`config.mk`:
```
export PLATFORM = sky130hd
export DESIGN_NAME = rndgen_sched
export DESIGN_NICKNAME = d
export VERILOG_FILES = /design/src/rtl/rndgen_pkg.sv /design/src/rtl/rndgen_lfsr.sv /design/src/rtl/rndgen_sched.sv
export SDC_FILE = /design/constraint.sdc
export NUM_CORES = 1
export LEC_CHECK = 0
export BUFFER_PORTS_ARGS = -buffer_cell sky130_fd_sc_hd__buf_2
export CAP_MARGIN = 0
export CORE_MARGIN = 2
export CORE_UTILIZATION = 59
export CTS_BUF_LIST = sky130_fd_sc_hd__clkbuf_4 sky130_fd_sc_hd__clkbuf_8 sky130_fd_sc_hd__clkbuf_16
export CTS_CLUSTER_SIZE = 8
export DETAILED_ROUTE_END_ITERATION = 8
export GPL_TIMING_DRIVEN = 1
export HOLD_SLACK_MARGIN = 0.15
export PLACE_DENSITY_LB_ADDON = 0.25
export SYNTH_ARGS = -nofsm -noshare
export SYNTH_HDL_FRONTEND = slang
export SYNTH_HIERARCHICAL = 1
export SYNTH_SLANG_ARGS = --single-unit
```
`constraint.sdc`:
```
create_clock -name clk -period 2.9 [get_ports clk]
set_clock_uncertainty 0.15 [all_clocks]
set_input_delay 0.435 -clock clk [delete_from_list [all_inputs] [get_ports clk]]
set_output_delay 0.435 -clock clk [all_outputs]
set_load 0.02 [all_outputs]
```
`src/rtl/rndgen_pkg.sv`:
```
// Settings package for the random-number generators: LFSR parameter sets,
// the shared XNOR feedback function and the scheduler state type.
package rndgen_pkg;

    localparam int RNDGEN_MAX_LEN  = 64;
    localparam int RNDGEN_MAX_TAPS = 8;

    // TapeNum is the register length; FB holds 1-based tap positions,
    // zero entries are unused slots.
    typedef struct packed {
        logic [7:0]                          TapeNum;
        logic [RNDGEN_MAX_TAPS-1:0][7:0]     FB;
    } RndGenParams_t;

    localparam RndGenParams_t RndGen8 = '{
        TapeNum: 8'd8,
        FB:      {8'd0, 8'd0, 8'd0, 8'd3, 8'd4, 8'd5, 8'd6, 8'd8}
    };

    localparam RndGenParams_t RndGen31 = '{
        TapeNum: 8'd31,
        FB:      {8'd0, 8'd0, 8'd0, 8'd0, 8'd0, 8'd0, 8'd28, 8'd31}
    };

    typedef enum logic [1:0] {
        IDLE = 2'd0,
        GEN  = 2'd1,
        DONE = 2'd2
    } rndgen_state_t;

    // XNOR feedback: inverted parity of the tapped bits.
    function automatic logic rndgen_fb(RndGenParams_t p, logic [63:0] s);
        logic x;
        x = 1'b0;
        for (int i = 0; i < RNDGEN_MAX_TAPS; i++) begin
            if (p.FB[i] != 8'd0) begin
                x = x ^ s[6'(p.FB[i] - 8'd1)];
            end
        end
        return ~x;
    endfunction

endpackage

```
`src/rtl/rndgen_lfsr.sv`:
```
// Fibonacci XNOR LFSR with synchronous load; usable on its own.
module rndgen_lfsr
    import rndgen_pkg::*;
#(
    parameter RndGenParams_t                P        = RndGen31,
    parameter logic [RNDGEN_MAX_LEN-1:0]    SEED_RST = '0
) (
    input  logic                    clk,
    input  logic                    rst_n,
    input  logic                    step,
    input  logic                    load,
    input  logic [P.TapeNum-1:0]    load_val,
    output logic [P.TapeNum-1:0]    state,
    output logic                    fb
);

    localparam int LEN = int'(P.TapeNum);

    // Feedback is purely combinational on the current register contents.
    always_comb begin
        fb = rndgen_fb(P, 64'(state));
    end

    // Load wins over step so a reseed is never mixed with a shift.
    always_ff @(posedge clk or negedge rst_n) begin
        if (!rst_n) begin
            state <= SEED_RST[LEN-1:0];
        end else if (load) begin
            state <= load_val;
        end else if (step) begin
            state <= LEN'({state, fb});
        end
    end

endmodule

```
`src/rtl/rndgen_sched.sv`:
```
// Shared random-number server: round-robin arbitration over REQ_N
// requesters, one DATA_W-bit word assembled from DATA_W LFSR steps per grant.
//
// Handshake: req[i] is a level held until gnt[i]; gnt is one-hot and only
// high in the single cycle valid_out=1, when data_out carries the word.
// There is no backpressure: the requester must take the word in that cycle.
module rndgen_sched
    import rndgen_pkg::*;
#(
    parameter RndGenParams_t                P        = RndGen31,
    parameter int                           REQ_N    = 4,
    parameter int                           DATA_W   = 16,
    parameter logic [RNDGEN_MAX_LEN-1:0]    SEED_RST = '0
) (
    input  logic                    clk,
    input  logic                    rst_n,
    input  logic [REQ_N-1:0]        req,
    input  logic                    seed_load,
    input  logic [P.TapeNum-1:0]    seed_val,
    output logic [REQ_N-1:0]        gnt,
    output logic [DATA_W-1:0]       data_out,
    output logic                    valid_out,
    output logic                    busy,
    output logic                    seed_err
);

    localparam int LEN = int'(P.TapeNum);
    localparam int IW  = (REQ_N > 1) ? $clog2(REQ_N) : 1;
    localparam int CW  = (DATA_W > 1) ? $clog2(DATA_W) : 1;
    localparam logic [LEN-1:0] LOCKUP = '1;

    rndgen_state_t          state;
    rndgen_state_t          state_nx;
    logic [IW-1:0]          rr;
    logic [IW-1:0]          idx;
    logic [IW-1:0]          pick;
    logic                   pick_vld;
    logic [2*REQ_N-1:0]     req_rot;
    logic [CW-1:0]          cnt;
    logic [DATA_W-1:0]      data;
    logic [DATA_W-1:0]      data_nx;
    logic                   pend;
    logic [LEN-1:0]         pend_val;
    logic [LEN-1:0]         seed_eff;
    logic                   seed_req;
    logic                   seed_bad;
    logic                   lfsr_load;
    logic                   lfsr_step;
    logic                   last_step;
    logic [LEN-1:0]         lfsr;
    logic                   fb;

    rndgen_lfsr #(
        .P        (P),
        .SEED_RST (SEED_RST)
    ) u_lfsr (
        .clk      (clk),
        .rst_n    (rst_n),
        .step     (lfsr_step),
        .load     (lfsr_load),
        .load_val (seed_eff),
        .state    (lfsr),
        .fb       (fb)
    );

    // Round-robin pick: rotate req so the rr pointer sits at bit 0, take the
    // lowest set bit, then map the offset back to a requester index.
    always_comb begin
        pick     = '0;
        pick_vld = 1'b0;
        req_rot  = {req, req} >> rr;
        for (int i = 0; i < REQ_N; i++) begin
            if (!pick_vld && req_rot[i]) begin
                pick_vld = 1'b1;
                pick     = IW'((int'(rr) + i) % REQ_N);
            end
        end
    end

    // Seed handling: a seed (current pulse beats an older pending one) is
    // only applied in IDLE; the lock-up value is refused. Rewriting the
    // value the register already holds is skipped as a no-op.
    always_comb begin
        seed_req  = (state == IDLE) && (seed_load || pend);
        seed_eff  = seed_load ? seed_val : pend_val;
        seed_bad  = (seed_eff == LOCKUP);
        lfsr_load = seed_req && !seed_bad && (seed_eff != lfsr);
        data_nx   = DATA_W'({data, fb});
    end

    // Next-state logic; a seed request holds off arbitration for a cycle.
    always_comb begin
        state_nx  = state;
        lfsr_step = 1'b0;
        last_step = 1'b0;
        case (state)
            IDLE: begin
                if (!seed_req && pick_vld) begin
                    state_nx = GEN;
                end
            end
            GEN: begin
                lfsr_step = 1'b1;
                if (cnt == CW'(DATA_W - 1)) begin
                    last_step = 1'b1;
                    state_nx  = DONE;
                end
            end
            DONE: begin
                state_nx = IDLE;
            end
            default: begin
                state_nx = IDLE;
            end
        endcase
    end

    // State register.
    always_ff @(posedge clk or negedge rst_n) begin
        if (!rst_n) begin
            state <= IDLE;
        end else begin
            state <= state_nx;
        end
    end

    // Datapath and registered outputs.
    always_ff @(posedge clk or negedge rst_n) begin
        if (!rst_n) begin
            rr        <= '0;
            idx       <= '0;
            cnt       <= '0;
            data      <= '0;
            data_out  <= '0;
            gnt       <= '0;
            valid_out <= 1'b0;
            busy      <= 1'b0;
            seed_err  <= 1'b0;
            pend      <= 1'b0;
            pend_val  <= '0;
        end else begin
            seed_err <= seed_req && seed_bad;
            busy     <= (state_nx != IDLE);

            if (state != IDLE && seed_load) begin
                pend     <= 1'b1;
                pend_val <= seed_val;
            end else if (seed_req) begin
                pend     <= 1'b0;
            end

            case (state)
                IDLE: begin
                    if (state_nx == GEN) begin
                        idx <= pick;
                        cnt <= '0;
                    end
                end
                GEN: begin
                    data <= data_nx;
                    cnt  <= cnt + 1'b1;
                    if (last_step) begin
                        data_out  <= data_nx;
                        valid_out <= 1'b1;
                        gnt       <= REQ_N'(1) << idx;
                    end
                end
                DONE: begin
                    valid_out <= 1'b0;
                    gnt       <= '0;
                    rr        <= (int'(idx) == REQ_N - 1) ? '0 : idx + 1'b1;
                end
                default: begin
                    valid_out <= 1'b0;
                    gnt       <= '0;
                end
            endcase
        end
    end

endmodule

```
==> impl_summary.txt, run 1 <==
----------------------------------------------------
[Placement]
  Half-perimeter wire length of the detailed placement result ... ~7.9 mm
  Final weighted congestion of routability-driven global placement ... 0.920
  Post-placement setup slack ... 0.0907 ns
  Count of input and output buffers ... 60
  Dpl cell area ... 6000 sq um

[STA]
  Slew at the pin closest to its max-slew limit ... 0.781 ns
  Post-route minimum period ... 2.70 ns
  Fin. Hold Viols ... 0
  Highest attainable clock frequency ... 371 MHz
  Setup repair after global routing missed its margin ... false
  Final sum of negative setup slack ... 0 ns
  Max Slew Vio Count ... 0
  PnR worst setup slack ... 0.203 ns
  Fin crit share ... 0.930
  Count of final setup violators ... 0
  Worst rel slew slack ... 0.479
  Final hold slack ... between 0.15 and 0.2 ns

[Min path]
  Worst min path class ... in -> reg

[Critical path]
  Max FO, Critical Path ... 10
  Category of the critical setup timing path ... in -> reg
  Critical path endpoint category ... register
  Data arrival time of the worst path ... 2.84 ns
  Nature of the critical path startpoint ... input port
  Critical Path RT ... 3.04 ns

[Final layout]
  Number of antenna cells inserted ... 0
  Synth-to-Final Area Change ... 13.7%
  Net count of the finished layout ... around 600
  Layout cells sized above 1 ... 0.230
  Fillers ... 681
  Layout Utilization ... 0.686
  Final design instance area without fill ... 6310 sq um

[Routing]
  Post-route antenna net violation count ... 0
  Total wirelength of the detailed-routed design ... roughly 11 mm
  Detail-routed net length per standard cell ... 16.7 microns
  Via count ... 3813
  Remaining routing DRC violations ... 0
  Number of detailed-route iterations in the first pass ... 4
  Via density ... 5.64
  Violation count after the first detailed-routing iteration ... 160

[CTS]
  Clock tree from TritonCTS ... yes
  CTS H-Tree Depth ... 3
  CTS Root Cell ... clkbuf_8
  Clock buffer depth ... 2
  Number of buffers inserted during clock tree synthesis ... 9
  Clock latency reported for the late side of the worst-skew pair ... 0.38 ns
  Clock-pin transition on the worst setup and hold timing paths ... 0.11 ns
  Sink Count ... 111

[Floorplan]
  Vertical die dimension ... between 100 and 150 microns
  Core footprint ... approximately 9200 sq um
  Die outline width ... a little over 100 microns
  Ports ... 61
  Rows ... 35
  Initial cell density of the core ... 0.604
  Overall die area ... slightly above 10000 sq um

[Power]
  Sequential share of power ... 0.453
  Design internal power ... 0.00373 W
  Part of the total power dissipated in the clock network ... 0.156
  Net Sw Frac ... 0.381
  Static leakage ... 3.06 nW
  Switching power total ... 0.00230 W
  Power per standard cell area ... 954 nW/um^2
  Gate power share ... 0.391
  Maximum VDD drop ... between 0.0006 and 0.0007 V

[Global route]
  Residual overflow from global routing ... 0
  Wire length of the first global-routing pass ... 18.6 mm
  Vias in the first global route ... approximately 3800
  Number of antenna violations at the first check in global routing ... 0
  Global-route total usage across every layer ... 0.234
  Largest net degree at the start of global routing ... 61

[Synthesis]
  Cell area after synthesis ... roughly 5600 sq um
  Syn Nets ... 535
  Share of flip-flops with an asynchronous set or reset after synthesis ... 1.00
  Post-synthesis sequential area ratio ... 0.500
  Dominant combinational cell family by area after synthesis ... multiplexers
  Predominant post-synthesis flop cell ... dfrtp_1
  Cell count after synthesis ... 492
  Arithmetic-cell share of the synthesized area counting full adders, half adders and majority gates ... 0.0113
  EDFF count, synth ... 0
  Syn. warnings ... 6
  #FFs+latches synth ... between 100 and 150
  Synth Area in Compound Gates ... 0.0602
  Mapped Avg Cell Area ... between 10 and 15 sq um
  Fraction of synthesized cell area in xor and xnor cells ... 0.0546
  Mux cell area share after synthesis ... 0.228
  Synth Area in Simple Gates ... 0.114
  Synth cell types ... 38

[Job]
  Reported max-cap violation count ... 0

[Run status]
  Outcome ... finished clean

----------------------------------------------------
[area by class of cell]
| cell class | instances | area [sq um] | share of cell area |
|---|---|---|---|
| Timing Repair Buffer | 83 | 553 | 0.0876 |
| Tap cell | 111 | 139 | 0.0220 |
| Multi-Input combinational cell | 346 | 2610 | 0.413 |
| Sequential cell | 111 | 2780 | 0.440 |
| Inverter | 9 | 33.8 | 0.00535 |
| Clock buffer | 10 | 131 | 0.0208 |
| Clock inverter | 6 | 67.6 | 0.0107 |
[per-stage QoR]
step           instances  power (W)
4_1_cts              674    0.00605
6_report             676    0.00602
3_3_place_gp         649    0.00497
3_5_place_dp         649    0.00508
5_1_grt              676    0.00643
2_1_floorplan        492    0.00440
[state kept, by name, summed over array words and instances, names as in the netlist, 4 cells and up]
name and cells:
u_lfsr/state 31, data 15, cnt 4, gnt 4
data_out 16, pend_val 31
[synthesized netlist by cell type, drive strengths merged (2+ instances only)]
library cell / n / area, sq um
dfrtp: 111 / 2780
nand2: 87 / 327
mux2: 80 / 953
o21ai: 41 / 205
mux2i: 31 / 310
xnor2: 31 / 294
buf: 14 / 100
nand4: 14 / 87.6
clkbuf: 12 / 45.0
nand3: 11 / 55.1
inv: 9 / 33.8
and3: 7 / 43.8
nor2b: 7 / 43.8
nor2: 6 / 22.5
ha: 5 / 62.6
a22o: 4 / 35.0
a21oi: 3 / 15.0
a22oi: 3 / 22.5
a31oi: 2 / 12.5
nor4: 2 / 12.5
o22ai: 2 / 12.5
[metal layers]
layer	up-vias	track usage	routed length, microns
li1	1842	-	-
met1	1895	0.309	5030
met2	65	0.393	5750
met3	11	0.0409	369
met4	0	0.0769	142
met5	-	0	0
[final timing paths]
kind | slack, ns | cells past startpoint | start | end
setup / recovery | 0.20 | 11 | seed_val[7] | u_lfsr/state[28]$_DFFE_PN0P_
setup reg to reg | 0.52 | 9 | pend_val[7]$_DFFE_PN0P_ | u_lfsr/state[28]$_DFFE_PN0P_
hold reg to reg | 0.33 | 1 | cnt[3]$_DFFE_PN0P_ | cnt[3]$_DFFE_PN0P_
hold / removal | 0.15 | 2 | seed_val[21] | pend_val[21]$_DFFE_PN0P_
min in group asynchronous | 0.52 | 2 | rst_n | u_lfsr/state[5]$_DFFE_PN0P_
max in group asynchronous | 1.34 | 3 | rst_n | busy$_DFF_PN0_
[kinds of logic (layout without fill, tap and decap cells)]
logic type / Yosys count / in the layout
flip-flops: 111 / 111
AO/OA/AOI/OAI: 59 / 59
XOR/XNOR: 32 / 32
multiplexers: 111 / 111
AND/OR/NAND/NOR: 139 / 139
buffers and inverters: 35 / 108
adder cells (fa/ha/maj): 5 / 5
[power groups by stage]
stage                     sequential, W  combinational (W)  clock, W
after floorplan                 0.00274            0.00165         0
after global placement          0.00271            0.00226         0
after global routing            0.00281            0.00259   0.00102
final                           0.00273            0.00236  0.000940
after CTS                       0.00273            0.00237  0.000949
after detailed placement        0.00274            0.00234         0
[worst max-delay path, cell delays in order]
cell and delay, ns:
dlygate4sd3_1 0.53, buf_2 0.13, mux2_1 0.35, xnor2_1 0.15
nand4_1 0.11, nor4_1 0.06, buf_4 0.14, a211oi_4 0.49
buf_4 0.26, nand2_1 0.09, o21ai_1 0.09
[placed cells by master (no fill, tap or decap), types with 5 or more instances in the layout]
master           n
clkbuf_8         9
o21ai_1         34
nand4_1         14
and3_1           7
nand2_1         87
nand3_1         11
xnor2_1         28
mux2_1          45
nor2_1           6
dlygate4sd3_1   11
mux2_4          14
o21ai_0          6
mux2_2          21
buf_4            9
dfrtp_1        111
mux2i_1         31
buf_2           59
ha_1             5
nor2b_1          7
inv_1            7
[timing repair]
action	CTS	global route
hold buffers	9	2
resized for setup	0	0
buffers inserted	0	0
hold endpoints to repair	66	2
Power figures use the tool's default switching activity.
==> run 2, diff against run 1 <==
--- a/config.mk
+++ b/config.mk
@@ -8,7 +8,7 @@
 export BUFFER_PORTS_ARGS = -buffer_cell sky130_fd_sc_hd__buf_2
 export CAP_MARGIN = 0
 export CORE_MARGIN = 2
-export CORE_UTILIZATION = 59
+export CORE_UTILIZATION = 45
 export CTS_BUF_LIST = sky130_fd_sc_hd__clkbuf_4 sky130_fd_sc_hd__clkbuf_8 sky130_fd_sc_hd__clkbuf_16
 export CTS_CLUSTER_SIZE = 8
 export DETAILED_ROUTE_END_ITERATION = 8
==> impl_summary.txt, run 2 (same netlist as run 1, synthesis figures left out) <==
----------------------------------------------------
[Floorplan]
  Core footprint ... 12000 sq um (+31%)
  Die outline width ... 115 microns (+14%)
  Initial cell density of the core ... 0.462 (-0.141)
  Ports ... 61 (unchanged)
  Rows ... 40 (+14%)
  Overall die area ... 13200 sq um (+30%)
  Vertical die dimension ... 115 microns (+14%)

[Critical path]
  Critical Path RT ... 2.98 ns (-0.06 ns)
  Cell chain of the critical path ... buf_2 -> buf_12 -> mux2_2 -> xnor2_1 -> nand4_1 -> nor4_1 -> a211oi_4 -> buf_4 -> nand2_1 -> o21ai_1
  Logic depth of the worst register-to-register path ... 8 (-1)
  Worst reg2reg path startpoint ... pend_val[14]$_DFFE_PN0P_
  Category of cells accounting for the largest share of critical-path delay ... simple AND/OR/NAND/NOR gates
  Slowest stage cell, crit path ... nor4_1
  Reg2Reg Capture Point ... u_lfsr/state[23]$_DFFE_PN0P_
  Data arrival time of the worst path ... 2.67 ns (-0.17 ns)
  CP max stage delay ... 0.48 ns (-0.05 ns)
  Category of the critical setup timing path ... in -> reg
  Reg-to-reg setup timing slack ... 0.47 ns (-0.05 ns)
  CP bufs+invs ... 3 (-1)
  Max FO, Critical Path ... 15 (+5)
  Nature of the critical path startpoint ... input port
  Critical path endpoint category ... register

[Routing]
  Total wirelength of the detailed-routed design ... 11.6 mm (+2.7%)
  Detail-routed net length per standard cell ... 16.5 microns (-1.1%)
  Remaining routing DRC violations ... 0 (unchanged)
  Via count ... 3747 (-1.7%)
  Violation count after the first detailed-routing iteration ... 161 (+0.63%)
  Via density ... 5.34 (-5.4%)
  Post-route antenna net violation count ... 0 (unchanged)
  Number of detailed-route iterations in the first pass ... 4 (unchanged)

[STA]
  Setup repair after global routing missed its margin ... false
  PnR worst setup slack ... 0.306 ns (+0.102 ns)
  Max Slew Vio Count ... 0 (unchanged)
  Count of final setup violators ... 0 (unchanged)
  Fin. Hold Viols ... 0 (unchanged)
  Fin crit share ... 0.895 (-0.0353)
  Final sum of negative setup slack ... 0 ns (unchanged)
  Worst rel slew slack ... 0.524 (+0.0444)
  Slew at the pin closest to its max-slew limit ... 0.714 ns (-0.0665 ns)
  Highest attainable clock frequency ... 385 MHz (+3.9%)
  Post-route minimum period ... 2.59 ns (-0.102 ns)

[CTS]
  Clock-pin transition on the worst setup and hold timing paths ... 0.07 ns (-0.04 ns)
  Clock buffer depth ... 2 (unchanged)
  CTS Root Cell ... clkbuf_16
  Sink Count ... 111 (unchanged)
  CTS H-Tree Depth ... 3 (unchanged)
  Number of buffers inserted during clock tree synthesis ... 9 (unchanged)
  CTS resizes ... 0 (unchanged)
  Clock tree from TritonCTS ... yes
  Clock latency reported for the late side of the worst-skew pair ... 0.35 ns (-0.03 ns)

[Final layout]
  Synth-to-Final Area Change ... 14.7%
  Layout Utilization ... 0.530 (-0.156)
  Biggest regs ... pend_val (31), u_lfsr/state (31), data_out (16)
  Layout cells sized above 1 ... 0.234 (+0.00415)
  Net count of the finished layout ... 593 (-1.7%)
  Top library cells by usage in the layout, fill and taps aside ... 111 x dfrtp_1, 87 x nand2_1, 59 x buf_2, 45 x mux2_1, 34 x o21ai_1
  Most frequent standard cell in the layout excluding fill and tap cells ... dfrtp_1
  Final design instance area without fill ... 6370 sq um (+0.87%)
  Fillers ... 1088 (+60%)
  Number of antenna cells inserted ... 0 (unchanged)

[Global route]
  Residual overflow from global routing ... 0 (unchanged)
  Largest net degree at the start of global routing ... 53 (-13%)
  Vias in the first global route ... 3834 (+0.66%)
  Wire length of the first global-routing pass ... 19.1 mm (+2.6%)
  Number of antenna violations at the first check in global routing ... 0 (unchanged)
  Global-route total usage across every layer ... 0.186 (-0.0481)

[Power]
  Static leakage ... 3.07 nW (+0.34%)
  Maximum VDD drop ... 0.000659 V (+4.5%)
  Power per standard cell area ... 994 nW/um^2 (+4.2%)

[Min path]
  Min-Delay Endpoint ... pend_val[27]$_DFFE_PN0P_
  Worst min path class ... in -> reg
  Hold path startpoint ... seed_val[27]
  Worst Hold Path Cells ... 2 (unchanged)

[Placement]
  Count of input and output buffers ... 60 (unchanged)
  Post-placement setup slack ... -0.0483 ns (-0.139 ns)
  Dpl cell area ... 6050 sq um (+0.75%)
  Final weighted congestion of routability-driven global placement ... 0.766 (-17%)
  Half-perimeter wire length of the detailed placement result ... 8.24 mm (+4.1%)

[Run status]
  Outcome ... finished clean

[Job]
  Reported max-cap violation count ... 0 (unchanged)

----------------------------------------------------
==> run 2: cell count changes in the layout (fill, tap and decap cells not counted) <==
cell / previous run / this run
dlygate4sd3_1: 11 / 1
clkbuf_16: 0 / 9
clkbuf_8: 9 / 1
clkinv_4: 0 / 2
inv_6: 2 / 0
clkbuf_4: 1 / 2
clkinv_2: 1 / 0
clkinvlp_4: 2 / 1
==> run 2: through the flow <==
stage | power, W | hold WS, ns | std cells
after floorplan | 0.00440 | -0.0106 | 492
after global placement | 0.00500 | 0.301 | 685
after detailed placement | 0.00509 | 0.314 | 685
after CTS | 0.00640 | 0.155 | 702
after global routing | 0.00678 | 0.165 | 702
final | 0.00633 | 0.167 | 702
==> run 2: power by group <==
group          internal [W]  switching, W
sequential          0.00220      0.000523
clock              0.000717      0.000558
combinational       0.00111       0.00123
==> run 2: final cells by class <==
cell class	instances	area, sq um	share of cell area
flip-flops and latches	111	2780	0.436
multi-input cells	346	2610	0.410
repair buffers	73	453	0.0711
clock buffers	12	254	0.0399
well taps	147	184	0.0289
clock inverters	4	55.1	0.00865
inverters	9	33.8	0.00531
==> run 2: timing repair <==
item / in CTS / in global routing
hold endpoints to repair: 50 / 0
setup endpoints to repair: 0 / 0
setup buffers: 0 / 0
hold buffers: 1 / 0
==> run 2: worst register-to-register path, delay by kind of cell, from the launching register on <==
family | cells | cell delay [ns]
compound gates | 2 | 0.31
xor+xnor | 1 | 0.19
buf+inv | 1 | 0.25
flops | 1 | 0.40
mux | 1 | 0.30
simple gates | 3 | 0.74
==> run 2: per-layer routing <==
metal,global-route usage,part of all wire
met1,0.234,0.45
met2,0.320,0.51
met3,0.0427,0.033
met4,0.0530,0.012
met5,0,0
==> run 2: worst max-delay path by stage <==
stage                         start                            to  slack (ns)  cells past startpoint
final                     seed_load  u_lfsr/state[23]$_DFFE_PN0P_        0.31                     10
after global routing      seed_load  u_lfsr/state[23]$_DFFE_PN0P_        0.16                     10
after CTS                 seed_load  u_lfsr/state[23]$_DFFE_PN0P_        0.32                     10
after global placement    seed_load  u_lfsr/state[28]$_DFFE_PN0P_      -0.003                     10
after floorplan           seed_load  u_lfsr/state[10]$_DFFE_PN0P_        0.49                     10
after detailed placement  seed_load  u_lfsr/state[28]$_DFFE_PN0P_       -0.05                     10
